$ cat src/rtl/instruction_fetch_pkg.sv
// -----------------------------------------------------------------------------
// instruction_fetch_pkg
// Shared Hack platform constants for the fetch path and ROM, plus the helper
// that computes how many instruction slots are already claimed at an edge.
// -----------------------------------------------------------------------------
package instruction_fetch_pkg;

  localparam int unsigned HACK_ADDR_WIDTH = 15;
  localparam int unsigned HACK_WORD_WIDTH = 16;
  localparam int unsigned HACK_RESET_PC   = 0;
  localparam int unsigned HACK_ROM_DEPTH  = 1 << HACK_ADDR_WIDTH;

  // Fetch buffer depth; the issue rule below is written for exactly two slots.
  localparam int unsigned FETCH_BUF_DEPTH = 2;

  // Slots that will be occupied after this edge if nothing new is issued:
  // buffered entries plus the word still coming back from the ROM, minus the
  // entry the CPU takes this cycle.
  function automatic logic [2:0] f_Committed_Slots(input logic [1:0] i_Count,
                                                   input logic       i_Inflight,
                                                   input logic       i_Pop);
    return {1'b0, i_Count} + {2'b00, i_Inflight} - {2'b00, i_Pop};
  endfunction

endpackage

$ cat src/rtl/fetch_buffer.sv
// -----------------------------------------------------------------------------
// fetch_buffer
// Two-entry FIFO of {PC, instruction} pairs sitting between the ROM capture
// point and the CPU. Clear has priority over push and pop.
//
// Ports:
//   i_CLK, i_RST_N        clock, asynchronous active-low reset
//   i_Push                write {i_Push_PC, i_Push_Data} at the tail
//   i_Pop                 drop the head entry
//   i_Clear               discard all entries
//   o_Count               number of valid entries (0..2)
//   o_Head_PC/o_Head_Data head entry (zero after reset)
// -----------------------------------------------------------------------------
module fetch_buffer #(
  parameter int unsigned ADDR_WIDTH = 15,
  parameter int unsigned DATA_WIDTH = 16
) (
  input  logic                  i_CLK,
  input  logic                  i_RST_N,
  input  logic                  i_Push,
  input  logic                  i_Pop,
  input  logic                  i_Clear,
  input  logic [ADDR_WIDTH-1:0] i_Push_PC,
  input  logic [DATA_WIDTH-1:0] i_Push_Data,
  output logic [1:0]            o_Count,
  output logic [ADDR_WIDTH-1:0] o_Head_PC,
  output logic [DATA_WIDTH-1:0] o_Head_Data
);

  localparam int unsigned ENTRY_WIDTH = ADDR_WIDTH + DATA_WIDTH;

  logic [ENTRY_WIDTH-1:0] r_Mem [2];
  logic                   r_Rd_Ptr;
  logic                   r_Wr_Ptr;
  logic [1:0]             r_Count;

  always_ff @(posedge i_CLK or negedge i_RST_N) begin
    if (!i_RST_N) begin
      r_Mem[0] <= '0;
      r_Mem[1] <= '0;
      r_Rd_Ptr <= 1'b0;
      r_Wr_Ptr <= 1'b0;
      r_Count  <= 2'd0;
    end else if (i_Clear) begin
      r_Rd_Ptr <= 1'b0;
      r_Wr_Ptr <= 1'b0;
      r_Count  <= 2'd0;
    end else begin
      if (i_Push) begin
        r_Mem[r_Wr_Ptr] <= {i_Push_PC, i_Push_Data};
        r_Wr_Ptr        <= ~r_Wr_Ptr;
      end
      if (i_Pop) begin
        r_Rd_Ptr <= ~r_Rd_Ptr;
      end
      r_Count <= r_Count + {1'b0, i_Push} - {1'b0, i_Pop};
    end
  end

  assign o_Count                  = r_Count;
  assign {o_Head_PC, o_Head_Data} = r_Mem[r_Rd_Ptr];

  // The fetch controller never issues into a full buffer nor pops an empty one.
  a_no_overflow : assert property (@(posedge i_CLK) disable iff (!i_RST_N)
    !(i_Push && !i_Pop && !i_Clear && (r_Count == 2'd2)));
  a_no_underflow : assert property (@(posedge i_CLK) disable iff (!i_RST_N)
    !(i_Pop && !i_Clear && (r_Count == 2'd0)));

endmodule

$ cat src/rtl/instruction_fetch.sv
// -----------------------------------------------------------------------------
// instruction_fetch
// Hack CPU fetch stage. Drives the synchronous instruction ROM, hides its
// one-cycle read latency behind a two-entry buffer and hands instructions to
// the CPU over a valid/ready handshake at one per cycle. Jump redirects flush
// everything already fetched.
//
// Ports:
//   i_CLK, i_RST_N     clock, asynchronous active-low reset
//   o_Rom_Address      registered ROM address (the fetch PC)
//   i_Rom_Data         ROM word for the address sampled at the previous edge
//   o_Instruction/o_PC buffer head and its address
//   o_Valid, i_Ready   handshake; an instruction is taken when both are high
//   i_Redirect         one-cycle jump request to i_Redirect_Target
// -----------------------------------------------------------------------------
module instruction_fetch
  import instruction_fetch_pkg::*;
#(
  parameter int unsigned            ADDR_WIDTH = HACK_ADDR_WIDTH,
  parameter int unsigned            DATA_WIDTH = HACK_WORD_WIDTH,
  parameter logic [ADDR_WIDTH-1:0]  RESET_PC   = ADDR_WIDTH'(HACK_RESET_PC)
) (
  input  logic                  i_CLK,
  input  logic                  i_RST_N,
  output logic [ADDR_WIDTH-1:0] o_Rom_Address,
  input  logic [DATA_WIDTH-1:0] i_Rom_Data,
  output logic [DATA_WIDTH-1:0] o_Instruction,
  output logic [ADDR_WIDTH-1:0] o_PC,
  output logic                  o_Valid,
  input  logic                  i_Ready,
  input  logic                  i_Redirect,
  input  logic [ADDR_WIDTH-1:0] i_Redirect_Target
);

  logic [ADDR_WIDTH-1:0] r_Fetch_PC;
  logic                  r_Inflight;
  logic [ADDR_WIDTH-1:0] r_Inflight_PC;

  logic [1:0]            w_Count;
  logic                  w_Pop;
  logic [2:0]            w_Committed;
  logic                  w_Issue;

  assign o_Valid     = (w_Count != 2'd0);
  assign w_Pop       = o_Valid & i_Ready;
  assign w_Committed = f_Committed_Slots(w_Count, r_Inflight, w_Pop);
  // Only issue when the returning word is guaranteed a free slot.
  assign w_Issue     = (w_Committed < 3'd2) & ~i_Redirect;

  always_ff @(posedge i_CLK or negedge i_RST_N) begin
    if (!i_RST_N) begin
      r_Fetch_PC    <= RESET_PC;
      r_Inflight    <= 1'b0;
      r_Inflight_PC <= '0;
    end else if (i_Redirect) begin
      // The ROM word for the current address is dropped by clearing in-flight.
      r_Fetch_PC <= i_Redirect_Target;
      r_Inflight <= 1'b0;
    end else if (w_Issue) begin
      r_Inflight    <= 1'b1;
      r_Inflight_PC <= r_Fetch_PC;
      r_Fetch_PC    <= r_Fetch_PC + ADDR_WIDTH'(1);
    end else begin
      r_Inflight <= 1'b0;
    end
  end

  assign o_Rom_Address = r_Fetch_PC;

  // A pop coinciding with a redirect still counts for the CPU; the clear then
  // removes whatever is left.
  fetch_buffer #(
    .ADDR_WIDTH (ADDR_WIDTH),
    .DATA_WIDTH (DATA_WIDTH)
  ) u_fetch_buffer (
    .i_CLK       (i_CLK),
    .i_RST_N     (i_RST_N),
    .i_Push      (r_Inflight),
    .i_Pop       (w_Pop),
    .i_Clear     (i_Redirect),
    .i_Push_PC   (r_Inflight_PC),
    .i_Push_Data (i_Rom_Data),
    .o_Count     (w_Count),
    .o_Head_PC   (o_PC),
    .o_Head_Data (o_Instruction)
  );

endmodule

$ cat config.mk
export PLATFORM = sky130hd
export DESIGN_NAME = instruction_fetch
export DESIGN_NICKNAME = d
export VERILOG_FILES = /design/src/rtl/instruction_fetch_pkg.sv /design/src/rtl/fetch_buffer.sv /design/src/rtl/instruction_fetch.sv
export SDC_FILE = /design/constraint.sdc
export NUM_CORES = 1
export LEC_CHECK = 0
export BUFFER_PORTS_ARGS = -buffer_cell sky130_fd_sc_hd__buf_4
export CAP_MARGIN = 20
export CORE_MARGIN = 1
export CORE_UTILIZATION = 48
export CTS_BUF_LIST = sky130_fd_sc_hd__clkbuf_8
export CTS_CLUSTER_DIAMETER = 30
export DETAILED_ROUTE_END_ITERATION = 10
export GPL_TIMING_DRIVEN = 0
export PLACE_DENSITY = 0.74
export SYNTH_ARGS = -nofsm -noshare
export SYNTH_HDL_FRONTEND = slang
export SYNTH_HIERARCHICAL = 1
export SYNTH_SLANG_ARGS = --single-unit
$ cat constraint.sdc
create_clock -name i_CLK -period 2.7 [get_ports i_CLK]
set_input_delay 0.135 -clock i_CLK [delete_from_list [all_inputs] [get_ports i_CLK]]
set_output_delay 0.135 -clock i_CLK [all_outputs]
set_load 0.005 [all_outputs]
==> impl_metrics.csv, run 1 <==
group,metric,value,unit
run_status,status,"complete, but fails checks",
run_status,violations,"negative setup slack",
sta,fin_crit_sh,1.04,
logic_synthesis,yosysUniqueCellTypes,39,
finish,final_common_cell,"dfrtp_1",
sta,hold_viol_final,0,
setup_path,worstPathCellList,"or2_4 -> and2_4 -> ha_4 -> nand2b_4 -> fa_2 -> nand4_1 -> or4_4 -> a221o_1",
floorplan,dieHeight,98.8,µm
finish,n_antenna_cell,0,
logic_synthesis,synth_top_family_by_area,"multiplexers",
finish,nets,522,
worst_hold_path,min_from,"i_Redirect_Target[9]",
global_routing,overflow,0,
detailed_routing,vias,3177,
setup_path,rr_startpoint,"u_fetch_buffer/o_Count[1]",
logic_synthesis,synth-adder-area-share,0.0156,
clock_tree,cts_buffers,9,
setup_path,max_stage_delay,0.60,ns
power_and_ir_drop,power.total,0.00619,W
logic_synthesis,synth_edf_count,0,
power_and_ir_drop,ir_worst_vdd,0.473,mV
sta,finClkSkew,0.00813,ns
logic_synthesis,ys_warn_count,6,
sta,final_max_slew_viol_count,0,
setup_path,worst-path-buf-inv,0,
clock_tree,root_buffer,"clkbuf_8",
setup_path,arrival,3.06,ns
finish,drive_gt1_frac,0.469,
detailed_routing,route.detailed.drc,0,
detailed_routing,drt_iter0_drc,124,
sta,fmaxAchievable,355,MHz
global_routing,grt_max_degree,66,
setup_path,end_kind,"register",
detailed_routing,drt.antenna.violating_nets,0,
power_and_ir_drop,power_density,1050,mW/mm²
finish,seq_area,0.00243,mm²
detailed_routing,detail_route.wl_per_cell,16.1,µm
finish,utilization,0.664,
setup_path,critPathLaunchType,"register",
logic_synthesis,synth_top_area_frac,0.539,
logic_synthesis,synth-main-ff-cell,"dfrtp_1",
detailed_routing,drtPass1Iterations,4,
detailed_routing,wirelength,9540,µm
logic_synthesis,synth_area,0.00450,mm²
global_routing,grt_pass1_vias,3306,
logic_synthesis,synth_area_leaders,"dfrtp_1 54%, mux2_2 22%, nand2_1 4.4%",
logic_synthesis,synthMuxAreaShare,0.242,
global_routing,grt_pass1_wl,15500,µm
finish,layout_common_cells,"96 x dfrtp_1, 95 x buf_4, 87 x mux2_2, 53 x nand2_1, 21 x dlygate4sd3_1",
logic_synthesis,synthCells,358,
placement,io_buffers,81,
clock_tree,cts_buffer_depth,2,
floorplan,core-area,0.00889,mm²
sta,setup_viol_count_final,4,
setup_path,path_class,"register to register",
power_and_ir_drop,p_leak,2.80,nW
floorplan,die_w,98.8,µm
floorplan,rows,34,
logic_synthesis,synth_compound_area_frac,0.0289,
detailed_routing,via_per_inst,5.35,
logic_synthesis,yosys.area_share.simple,0.118,
logic_synthesis,ys_ff_latch,97,
sta,slew_headroom,0.699,
clock_tree,cts_max_level,3,
clock_tree,cts_tree,"yes",
logic_synthesis,syn_nets,398,
finish,area_growth_syn_to_layout,31.1,%
floorplan,start_util,0.506,
sta,post-route-min-period,2.81,ns
setup_path,cpMaxStageDelayCell,"fa_2",
logic_synthesis,synth_xor_area_frac,0.0245,
logic_synthesis,synth_top_area_cell,"dfrtp_1",
global_routing,grt_usage,0.202,
worst_hold_path,min-delay-path-class,"primary input to register",
setup_path,worstPathRequired,2.94,ns
finish,multi_input_area,0.00204,mm²
setup_path,cp_max_fo,4,
setup_path,path_delay_family,"simple AND/OR/NAND/NOR gates",
setup_path,crit_start,"u_fetch_buffer/o_Count[1]",
placement,hpwl,6330,µm
floorplan,die_area,0.00977,mm²
clock_tree,clk_pin_slew,0.09,ns
sta,setup_ws,-0.114,ns
placement,place_congestion,0.880,
sta,worst_pin_slew,0.451,ns
clock_tree,cts.sinks,97,
floorplan,pin_count,82,
job,drv_cap,0,
logic_synthesis,synthArstFlopShare,1.00,
global_routing,antenna_found_initial,0,
logic_synthesis,ys_seq_area_frac,0.539,
clock_tree,clk_latency,0.36,ns
logic_synthesis,avgSynthCellArea,12.6,µm²
finish,num-fill-cells,687,
sta,rsz0062_at_grt,"true",
-- final timing paths --
kind / to / slack (ns) / cells after the start
worst min-delay path: o_Rom_Address[9] / 0.02 / 3
min in group asynchronous: u_fetch_buffer/r_Mem[36] / 0.26 / 2
worst max register to register: o_Rom_Address[12] / -0.11 / 8
max in group asynchronous: u_fetch_buffer/o_Count[1] / 1.76 / 3
worst max-delay path: o_Rom_Address[12] / -0.11 / 8
worst min register to register: u_fetch_buffer/r_Mem[52] / 0.50 / 1
-- through the flow --
step	instance area (µm²)	hold WS, ns	std cells	setup slack [ns]	TNS, ns
floorplan	4540	-0.161	358	-0.177	-0.394
global placement	5280	0.342	547	-0.309	-3.24
detailed placement	5310	0.118	548	-0.319	-3.63
CTS	5830	0.000782	592	-0.0791	-0.300
global route	5900	0.000331	594	-0.161	-0.757
finish	5900	0.0153	594	-0.114	-0.373
-- state kept, by name, indices dropped and copies added, names as in the netlist --
name                     flops
u_fetch_buffer/r_Rd_Ptr      1
o_Rom_Address               15
u_fetch_buffer/r_Mem        62
r_Inflight                   1
u_fetch_buffer/o_Count       2
u_fetch_buffer/r_Wr_Ptr      1
r_Inflight_PC               15
-- logic make-up (layout without fill, tap and decap cells) --
logic type,after synthesis,in the layout
AOI/OAI and AO/OA,18,18
muxes,97,97
adders and majority gates,5,5
and+or+nand+nor,105,105
DFF,97,97
xor gates and xnor gates,11,11
buffers and inverters,25,153
-- repair_timing --
item | 4_1_cts | 5_1_grt
hold buffers | 21 | 0
setup buffers | 9 | 2
endpoints found under the setup margin | 21 | 19
endpoints found under the hold margin | 54 | 0
gates resized for setup | 8 | 13
pin swaps | 7 | 3
-- where the power goes --
part / internal [W] / total [W] / leakage, nW / switching, W
Sequential: 0.00208 / 0.00249 / 1.21 / 0.000415
Clock: 0.000513 / 0.000994 / 0.106 / 0.000481
Combinational: 0.00161 / 0.00270 / 1.49 / 0.00109
-- cell usage after synthesis, drive strengths merged (2+ instances only) --
cell type and n:
a22oi 3, nor2b 4, nor4 4, nand3 8, o21ai 7, mux2 93, xnor2 6, clkbuf 6
nor4b 2, nor3 8, xor2 4, ha 4, o31a 2, mux2i 4, inv 6, nor3b 4
nor2 7, a21o 2, nand2 53, a221o 4, nand4 4, dfrtp 97, nand2b 4, buf 13
-- final cells by class --
class                      count  share of cell area
sequential                    97               0.412
multi-input combinational    236               0.346
timing repair buffer         114               0.158
tap                          108              0.0229
buffer                        18              0.0214
clock buffer                   9              0.0210
clock inverter                 6              0.0144
inverter                       6             0.00424
-- worst min-delay path, stage by stage --
cell	delay, ns
buf_4	0.08
a22oi_1	0.07
nand2_1	0.06
-- routing by layer --
layer | global-route usage | share of wire
met1 | 0.263 | 0.45
met2 | 0.342 | 0.49
met3 | 0.0397 | 0.046
met4 | 0.0597 | 0.012
met5 | 0 | 0
(Power assumes the default switching activity.)
==> run 2: changes to the inputs <==
Settings changed: ABC_AREA from default to 1, PLACE_DENSITY 0.74 to 0.73.
==> run 2 against run 1 <==
  * The run now ends clean
  * Cell area grew 3.1%
  * Sequential power increased by 4%
  * Register-to-register slack gained 0.40 ns
  * Non-clock buffer count shrank 19
  * Utilization shrank 5.0 points
  * Routed wire length rose by 9.6%
  * Via count is 18% higher
  * Clock power grew 9%
  * Critical path type unchanged
  * Largest power group unchanged
  * Highest routed layer unchanged
==> impl_metrics.csv, run 2 <==
group,metric,value,unit
clock_tree,cts_max_level,3,
setup_path,worstPathCellList,"o21a_1 -> ha_1 -> inv_1 -> nand2_1 -> fa_1 -> nand3_4 -> nand2_2 -> inv_2 -> nand2_1 -> o211ai_1",
clock_tree,cts_buffers,9,
logic_synthesis,ys_ff_latch,97,
logic_synthesis,synth_area_leaders,"dfrtp_1 49%, nand2_1 11%, o21ai_2 11%",
sta,post-route-min-period,2.41,ns
floorplan,rows,36,
detailed_routing,wirelength,10500,µm
logic_synthesis,synth_area,0.00495,mm²
sta,finClkSkew,0.0114,ns
logic_synthesis,synth_most_common_cell,"nand2_1",
finish,num-fill-cells,841,
logic_synthesis,ys_warn_count,6,
sta,final_max_slew_viol_count,0,
clock_tree,cts-resized-gates,0,
floorplan,die_w,104,µm
clock_tree,cts_buffer_depth,2,
finish,area_growth_syn_to_layout,22.8,%
job,drv_cap,0,
logic_synthesis,synth_top_area_frac,0.490,
logic_synthesis,synthArstFlopShare,1.00,
detailed_routing,vias,3751,
sta,fmaxAchievable,414,MHz
setup_path,worst-path-buf-inv,2,
global_routing,grt_max_degree,60,
global_routing,antenna_found_initial,0,
power_and_ir_drop,ir_worst_vdd,0.455,mV
sta,worst_pin_slew,0.510,ns
power_and_ir_drop,pwr-share-seq,0.380,
floorplan,start_util,0.500,
clock_tree,ctsHoldBuffers,9,
power_and_ir_drop,p_leak,3.10,nW
setup_path,end_kind,"register",
setup_path,cpMostUsedCell,"nand2_1",
logic_synthesis,synth_edf_count,0,
detailed_routing,route.detailed.drc,0,
power_and_ir_drop,pwr-share-comb,0.461,
setup_path,path_class,"register to register",
logic_synthesis,synth_top_cells_by_count,"151 x nand2_1, 97 x dfrtp_1, 62 x o21ai_2, 59 x inv_1, 31 x mux2_2",
run_status,status,"finished clean",
finish,final_common_cell,"nand2_1",
clock_tree,root_buffer,"clkbuf_8",
detailed_routing,via_per_inst,4.94,
sta,fin_crit_sh,0.894,
logic_synthesis,ys_seq_area_frac,0.490,
logic_synthesis,synthCells,519,
finish,nets,661,
clock_tree,cts_tree,"yes",
finish,max_flop_register,"u_fetch_buffer/r_Mem",
finish,utilization,0.614,
sta,slew_headroom,0.660,
clock_tree,clk_pin_slew,0.09,ns
setup_path,worstPathRequired,2.94,ns
placement,place_congestion,0.903,
clock_tree,clk_latency,0.36,ns
logic_synthesis,synth-main-ff-cell,"dfrtp_1",
power_and_ir_drop,pwr-share-clk,0.159,
logic_synthesis,synth_top_area_cell,"dfrtp_1",
floorplan,die_area,0.0107,mm²
finish,drive_gt1_frac,0.367,
logic_synthesis,yosysUniqueCellTypes,29,
finish,n_antenna_cell,0,
sta,hold_viol_final,0,
floorplan,dieHeight,104,µm
detailed_routing,drt.antenna.violating_nets,0,
detailed_routing,drt_iter0_drc,118,
power_and_ir_drop,switching_share,0.383,
finish,layout_common_cells,"151 x nand2_1, 97 x dfrtp_1, 81 x buf_4, 62 x o21ai_2, 59 x inv_1",
power_and_ir_drop,p_int,0.00419,W
floorplan,core-area,0.00991,mm²
placement,io_buffers,81,
clock_tree,postCtsSetupBuffers,0,
setup_path,cpMaxStageDelayCell,"fa_1",
global_routing,grt_pass1_wl,18000,µm
global_routing,grt_usage,0.208,
setup_path,critPathLaunchType,"register",
finish,largest_register_ffs,62,
sta,rsz0062_at_grt,"false",
logic_synthesis,avgSynthCellArea,9.54,µm²
global_routing,overflow,0,
logic_synthesis,syn_nets,559,
worst_hold_path,min-delay-path-class,"primary input to register",
power_and_ir_drop,power_density,1120,mW/mm²
detailed_routing,drtPass1Iterations,4,
setup_path,path_delay_family,"adder cells",
detailed_routing,detail_route.wl_per_cell,13.8,µm
sta,setup_viol_count_final,0,
setup_path,arrival,2.66,ns
placement,hpwl,7610,µm
global_routing,grt_pass1_vias,3739,
floorplan,pin_count,82,
sta,fin_tns_setup,0,ns
clock_tree,cts.sinks,97,
setup_path,cp_max_fo,8,
setup_path,max_stage_delay,0.61,ns
power_and_ir_drop,power.net_switching,0.00260,W
run 2: cell count changes after synthesis, sizes merged, moves of 5 or more:
cell | previous run | this run
nor3 | 8 | 0
nand2 | 53 | 153
clkbuf | 6 | 1
mux2 | 93 | 31
inv | 6 | 64
nand3 | 8 | 33
o21ai | 7 | 76
nor2 | 7 | 22
buf | 13 | 21
run 2: cell families after synthesis:
| logic type | count (synthesis) | synth area share |
|---|---|---|
| and+or+nand+nor | 210 | 0.189 |
| DFF | 97 | 0.490 |
| buffers and inverters | 87 | 0.0940 |
| AOI/OAI and AO/OA | 84 | 0.134 |
| muxes | 31 | 0.0705 |
| xor gates and xnor gates | 5 | 0.00884 |
| adders and majority gates | 5 | 0.0141 |
run 2: layer usage:
metal	vias to the layer above	GRT usage	wire length (µm)	part of all wire
li1	1865	-	-	-
met1	1772	0.268	4690	0.45
met2	104	0.360	5200	0.50
met3	10	0.0422	478	0.046
met4	0	0.0466	93	0.0089
met5	-	0	0	0
run 2: power groups by stage:
stage          Clock (W)  Combinational, W  Sequential [W]
2_1_floorplan          0           0.00212         0.00248
3_3_place_gp           0           0.00306         0.00257
3_5_place_dp           0           0.00316         0.00260
4_1_cts          0.00111           0.00319         0.00258
5_1_grt          0.00118           0.00349         0.00268
6_report         0.00108           0.00313         0.00258
run 2: worst paths after layout:
path / end / startpoint / slack, ns / cells after the start
max: o_Rom_Address[2] / u_fetch_buffer/o_Count[1] / 0.29 / 10
max reg2reg: o_Rom_Address[2] / u_fetch_buffer/o_Count[1] / 0.29 / 10
max in group asynchronous: u_fetch_buffer/r_Mem[22] / i_RST_N / 1.76 / 3
min reg2reg: u_fetch_buffer/r_Mem[52] / u_fetch_buffer/r_Mem[52] / 0.48 / 2
min: o_Rom_Address[2] / i_Redirect_Target[2] / 0.02 / 3
min in group asynchronous: u_fetch_buffer/r_Mem[37] / i_RST_N / 0.28 / 2
run 2: worst min-delay path: cells and delay by family:
kind | cells | cell delay (ns)
buffers and inverters | 1 | 0.08
AO/OA/AOI/OAI | 1 | 0.08
AND/OR/NAND/NOR | 1 | 0.05
run 2: stage by stage:
step	std cells	total power (W)	instance area, µm²	hold slack (ns)	setup slack [ns]
4_1_cts	759	0.00688	6080	0.00454	0.248
2_1_floorplan	519	0.00459	4950	-0.161	0.501
5_1_grt	759	0.00735	6080	0.0243	0.133
6_report	759	0.00679	6080	0.0227	0.285
3_5_place_dp	734	0.00576	5760	0.149	0.271
3_3_place_gp	733	0.00563	5730	0.340	0.305
run 2: cell type report:
cell class                      instances  area, µm²  area share
Buffer                                 22        221      0.0364
Tap cell                              133        166      0.0274
Clock inverter                          5       85.1      0.0140
Inverter                               65        244      0.0401
Timing Repair Buffer                   91        726       0.119
Clock buffer                           11        151      0.0249
Sequential cell                        97       2430       0.399
Multi-Input combinational cell        335       2060       0.339
